## src/rtl/pc_gen_ras.sv

```systemverilog
`default_nettype none
// ============================================================================
// Module   : pc_gen_ras
// Purpose  : Fetch-stage program counter with stall hold, back-end redirect
//            and a circular return-address stack for call/return prediction.
// Revision : 1.0
// ============================================================================
module pc_gen_ras #(
  parameter int               WIDTH     = 32,
  parameter logic [WIDTH-1:0] RESET_PC  = '0,
  parameter int               INC       = 4,
  parameter int               RAS_DEPTH = 8,
  localparam int              CW        = $clog2(RAS_DEPTH + 1)
) (
  input  logic             clk_i,
  input  logic             rst_i,
  input  logic             pc_write_i,
  input  logic             redirect_i,
  input  logic [WIDTH-1:0] redirect_pc_i,
  input  logic             call_i,
  input  logic [WIDTH-1:0] call_target_i,
  input  logic             ret_i,
  output logic [WIDTH-1:0] pc_o,
  output logic [WIDTH-1:0] pc_next_o,
  output logic [WIDTH-1:0] ras_top_o,
  output logic [CW-1:0]    ras_count_o,
  output logic             ras_empty_o,
  output logic             ret_miss_o
);

  localparam int               PW    = $clog2(RAS_DEPTH);
  localparam logic [WIDTH-1:0] INC_W = WIDTH'(INC);
  localparam logic [CW-1:0]    FULL  = CW'(RAS_DEPTH);

  // ptr addresses the next free slot; the top entry lives at ptr-1.
  logic [WIDTH-1:0] ras [RAS_DEPTH];
  logic [PW-1:0]    ptr;
  logic [PW-1:0]    top_idx;
  logic [WIDTH-1:0] seq_pc;
  logic             do_push;
  logic             do_pop;
  logic             do_replace;
  logic             miss;

  assign top_idx     = ptr - PW'(1);
  assign seq_pc      = pc_o + INC_W;
  assign ras_empty_o = (ras_count_o == '0);
  // Stale entries remain in the array after pops, so mask the top when empty.
  assign ras_top_o   = ras_empty_o ? '0 : ras[top_idx];

  // Next-PC selection and RAS action decode, in priority order.
  always_comb begin
    pc_next_o  = seq_pc;
    do_push    = 1'b0;
    do_pop     = 1'b0;
    do_replace = 1'b0;
    miss       = 1'b0;
    if (redirect_i) begin
      pc_next_o = redirect_pc_i;
    end else if (!pc_write_i) begin
      pc_next_o = pc_o;
    end else if (call_i && ret_i) begin
      // Pop followed by push collapses to overwriting the top entry.
      pc_next_o = call_target_i;
      if (ras_empty_o) do_push = 1'b1;
      else             do_replace = 1'b1;
    end else if (ret_i) begin
      if (!ras_empty_o) begin
        pc_next_o = ras[top_idx];
        do_pop    = 1'b1;
      end else begin
        miss = 1'b1;
      end
    end else if (call_i) begin
      pc_next_o = call_target_i;
      do_push   = 1'b1;
    end
  end

  // PC, RAS storage, pointer/count and miss-pulse registers.
  always_ff @(posedge clk_i or posedge rst_i) begin
    if (rst_i) begin
      pc_o        <= RESET_PC;
      ptr         <= '0;
      ras_count_o <= '0;
      ret_miss_o  <= 1'b0;
      for (int i = 0; i < RAS_DEPTH; i++) ras[i] <= '0;
    end else begin
      pc_o       <= pc_next_o;
      ret_miss_o <= miss;
      if (do_push) begin
        // When full, ptr already addresses the oldest entry, which is overwritten.
        ras[ptr] <= seq_pc;
        ptr      <= ptr + PW'(1);
        if (ras_count_o != FULL) ras_count_o <= ras_count_o + CW'(1);
      end
      if (do_replace) ras[top_idx] <= seq_pc;
      if (do_pop) begin
        ptr         <= ptr - PW'(1);
        ras_count_o <= ras_count_o - CW'(1);
      end
    end
  end

endmodule
`default_nettype wire
```

## config.mk

```make
export PLATFORM = sky130hd
export DESIGN_NAME = pc_gen_ras
export DESIGN_NICKNAME = d
export VERILOG_FILES = /design/src/rtl/pc_gen_ras.sv
export SDC_FILE = /design/constraint.sdc
export NUM_CORES = 1
export LEC_CHECK = 0
export CAP_MARGIN = 10
export CORE_AREA = 3 3 169 171
export DETAILED_ROUTE_END_ITERATION = 12
export DIE_AREA = 0 0 172 174
export PLACE_DENSITY = 0.76
export RECOVER_POWER = 50
export REMOVE_ABC_BUFFERS = 1
export SYNTH_ARGS = -nofsm -noshare
export SYNTH_HDL_FRONTEND = slang
export SYNTH_SLANG_ARGS = --single-unit
```

## constraint.sdc

```tcl
create_clock -name clk_i -period 25.5 [get_ports clk_i]
set_input_delay 2.55 -clock clk_i [delete_from_list [all_inputs] [get_ports clk_i]]
set_output_delay 2.55 -clock clk_i [all_outputs]
set_load 0.05 [all_outputs]
```

==> summary.md <==
| Metric | Value |
|---|---|
| Hold_sp | ras[67] |
| Reg-to-reg startpoint | ras_count_o[0] |
| Avg WL per Cell | 23.8 um |
| Failing checks | max-capacitance violations, max-slew violations |
| Slowest stage delay, CP | 5.98 ns |
| Post-cts sizing count | 0 |
| CTS tree | yes |
| WP buf/inv | 3 |
| Clock Tree Root | clkbuf_16 |
| Slew Limit Fails | 326 |
| Initial antenna violation count | 0 |
| Final instance area | 17,700 sq um |
| Placed cell count | 1,858 |
| Clock skew | approximately 0.017 ns |
| RSZ-0062 raised after global routing | no |
| Nets@finish | 1,630 |
| Core ar. | 27,000 sq um |
| Worst endpoint data arrival time | 12.65 ns |
| Worst Hold Class | register to register |
| YS warnings | 0 |
| Setup Fix Bufs, Post-CTS | 0 |
| Register-to-Register Path Depth | 6 |
| Crit Reg-Reg Endpoint | ras[224] |
| Met3 routed WL | approximately 4100 um |
| Post-Layout Cell Count | 1,918 |
| Pwr Density | 160 nW/um^2 |
| Hold endpoint | ras[67] |
| VDD IR max | 0.106 mV |
| Yosys reg bits | 296 |
| CTS clk-pin slew, worst paths | 0.06 ns |
| DR iter-0 viols | 1,396 |
| WL met2 | between 20,000 and 25,000 um |
| Crit path required time | 24.04 ns |
| Routed met1 length | 17,900 um |
| IO Count | 172 |
| Row cnt | 60 |
| Die area | 29,900 sq um |
| CTS Buffer Depth | 3 |
| Hold Buf Count CTS | 0 |
| Biggest area consumer among synthesized cells | dfrtp_1 |
| Fin crit share | 55.3% |
| Slowest CP cell | clkbuf_1 |
| Vias in the first global route | 12,713 |
| Post-synth top area share | about half |
| Layout cells sized above 1 | between 10% and 20% |
| Slew HR | -451% |
| Drt pass-1 iters | 6 |
| Syn_area_per_cell | 10.4 sq um |
| Cell variety after synth | roughly 70 |
| Gate Count Post-Synth | 1,430 |
| DR vias | about 12,000 |
| CP delay by family, top | buffers and inverters |
| Pin count of the biggest net entering global routing | 164 |
| Max layer used | met4 |
| FFs w/ async S/R, synth | 100% |
| Post-DP Area | 16,600 sq um |
| Area contributors post-synth | dfrtp_1 50%, a21oi_1 8.8%, mux4_2 8.1%, nor2_1 7.6%, mux2i_1 3.5% |
| P&R area growth vs syn | 19.6% |
| Final Hold Viols | 0 |
| Final core occ | 65.5% |
| Number of routed nets with antenna violations | 0 |
| Worst Tran Pin Value | a little over 8 ns |
| Synth Cell Area | 14,800 sq um |
| Min Tclk post-route | 14.11 ns |
| Die H | 174 um |
| Routed wire length | 45,600 um |
| Vias per cell | around 6.5 |
| CP Launch Type | primary input |
| Post-route setup TNS | 0 ns |
| Starting Density | between 50% and 60% |
| CP Class | primary input to asynchronous set/reset pin |
| MaxCap Viol Count | 3 |
| Worst Hold Path Cells | 1 |
| Placer congestion estimate | 0.854 |
| Worst-path fanout max | 163 |
| Crit-path cells | dlygate4sd3_1 -> clkinvlp_2 -> clkbuf_1 |
| Leakage | around 7.4 nW |
| Fmax achieved | about 71 MHz |
| Sequential-to-total area share from yosys stat | 50.0% |
| Worst R2R Setup Slack | 20.76 ns |
| Crit path capture type | asynchronous set/reset pin |
| EDFF count, synth | 0 |
| Final setup fails | 0 |
| First-pass GRT wire length | about 70,000 um |
| Clk sink count | roughly 300 |
| Main synth FF type | dfrtp_1 |
| Status | finished with violations |
| DRC viols | 0 |
| H-tree depth | 2 |
| DIE WIDTH | 172 um |
| Clock Latency Late Sink | a little over 0.5 ns |
| ANT cells | 0 |
| IO Port Bufs | 171 |
| Detailed Place HPWL | 28,800 um |
| Tot Pwr | approximately 2.8 mW |
| GRT Overall Usage | 30.4% |
| Remaining Overflow, GRT | 0 |
| CTS buffer count | 34 |
-- metal layers --
layer	up-vias	global-route usage (%)
met2	756	48.7
met5	-	0
met3	140	5.34
li1	5378	-
met1	6187	41.2
met4	0	12.6
-- registers in the layout, summed over array words and instances, names as in the netlist --
signal	flops
pc_o	32
ptr	3
ras	256
ras_count_o	4
ret_miss_o	1
-- kinds of logic after synthesis --
kind of cell | count (synthesis) | share of synthesized area (%)
XOR/XNOR | 23 | 1.41
buffers and inverters | 124 | 4.26
adder cells (fa/ha/maj) | 6 | 0.558
AND/OR/NAND/NOR | 439 | 13.0
multiplexers | 132 | 13.6
flip-flops | 296 | 50.0
AO/OA/AOI/OAI | 410 | 17.1
-- cells in the mapped netlist (7+ instances only) --
master / count
buf_4: 10
a211oi_1: 8
nand4_1: 8
o22ai_1: 9
o31ai_1: 13
a21oi_2: 7
a21oi_1: 261
mux2i_1: 52
nor2_1: 301
dfrtp_1: 296
a22oi_1: 19
inv_1: 13
o21ai_0: 29
xor2_1: 7
buf_2: 48
buf_6: 9
xnor2_1: 15
nand3_1: 11
mux4_2: 53
mux2_2: 27
nor4_1: 8
nand2_1: 39
buf_1: 9
nor3_1: 18
and3_1: 19
clkbuf_1: 32
-- worst max-delay path by stage --
stage / start / end / slack, ns / depth (start not counted)
floorplan: rst_i / pc_o[0] / 14.77 / 1
global placement: pc_write_i / pc_next_o[13] / 17.17 / 9
detailed placement: pc_write_i / pc_next_o[13] / 17.09 / 9
CTS: pc_write_i / pc_next_o[13] / 17.06 / 9
global route: rst_i / ras[168] / 9.12 / 3
finish: rst_i / ras[104] / 11.39 / 3
-- stage by stage --
stage | worst slack, ns | hold slack, ns
6_report | 11.39 | 0.505
3_3_place_gp | 17.17 | 0.484
5_1_grt | 9.12 | 0.522
3_5_place_dp | 17.09 | 0.491
4_1_cts | 17.06 | 0.504
2_1_floorplan | 14.77 | 0.475
-- power by group --
| part | total [mW] | internal (mW) | switching [mW] |
|---|---|---|---|
| Sequential | 0.830 | 0.682 | 0.148 |
| Combinational | 1.51 | 0.580 | 0.934 |
| Clock | 0.497 | 0.305 | 0.192 |
-- cell type report --
cell class | instances | area (sq um)
inverter | 16 | 61.3
timing repair buffer | 196 | 1880
multi-input combinational | 1010 | 6780
clock buffer | 49 | 1010
tap | 341 | 427
fill | 2111 | 9320
clock inverter | 10 | 136
sequential | 296 | 7410
-- layout by cell type, fill, tap and decap left out, types with 6 or more instances in the layout --
cell             instances
dlygate4sd3_1           36
o211ai_1                 6
nand4_1                  8
a211oi_1                 8
a21oi_1                261
nor2_1                 301
o22ai_1                  9
dfrtp_1                295
o21ai_0                 29
o22ai_4                  6
and3_1                  19
mux2i_1                 52
inv_1                   12
clkdlybuf4s50_1        134
mux2_2                  27
o31ai_1                 13
clkbuf_16               35
nand2_1                 39
nand3_1                 11
a22oi_1                 19
xor2_1                   7
mux4_2                  53
a21oi_2                  7
clkbuf_1                 9
xnor2_1                 15
nor3_1                  18
nor4_1                   8
buf_4                   21
clkbuf_8                 8
(Power assumes the default switching activity.)
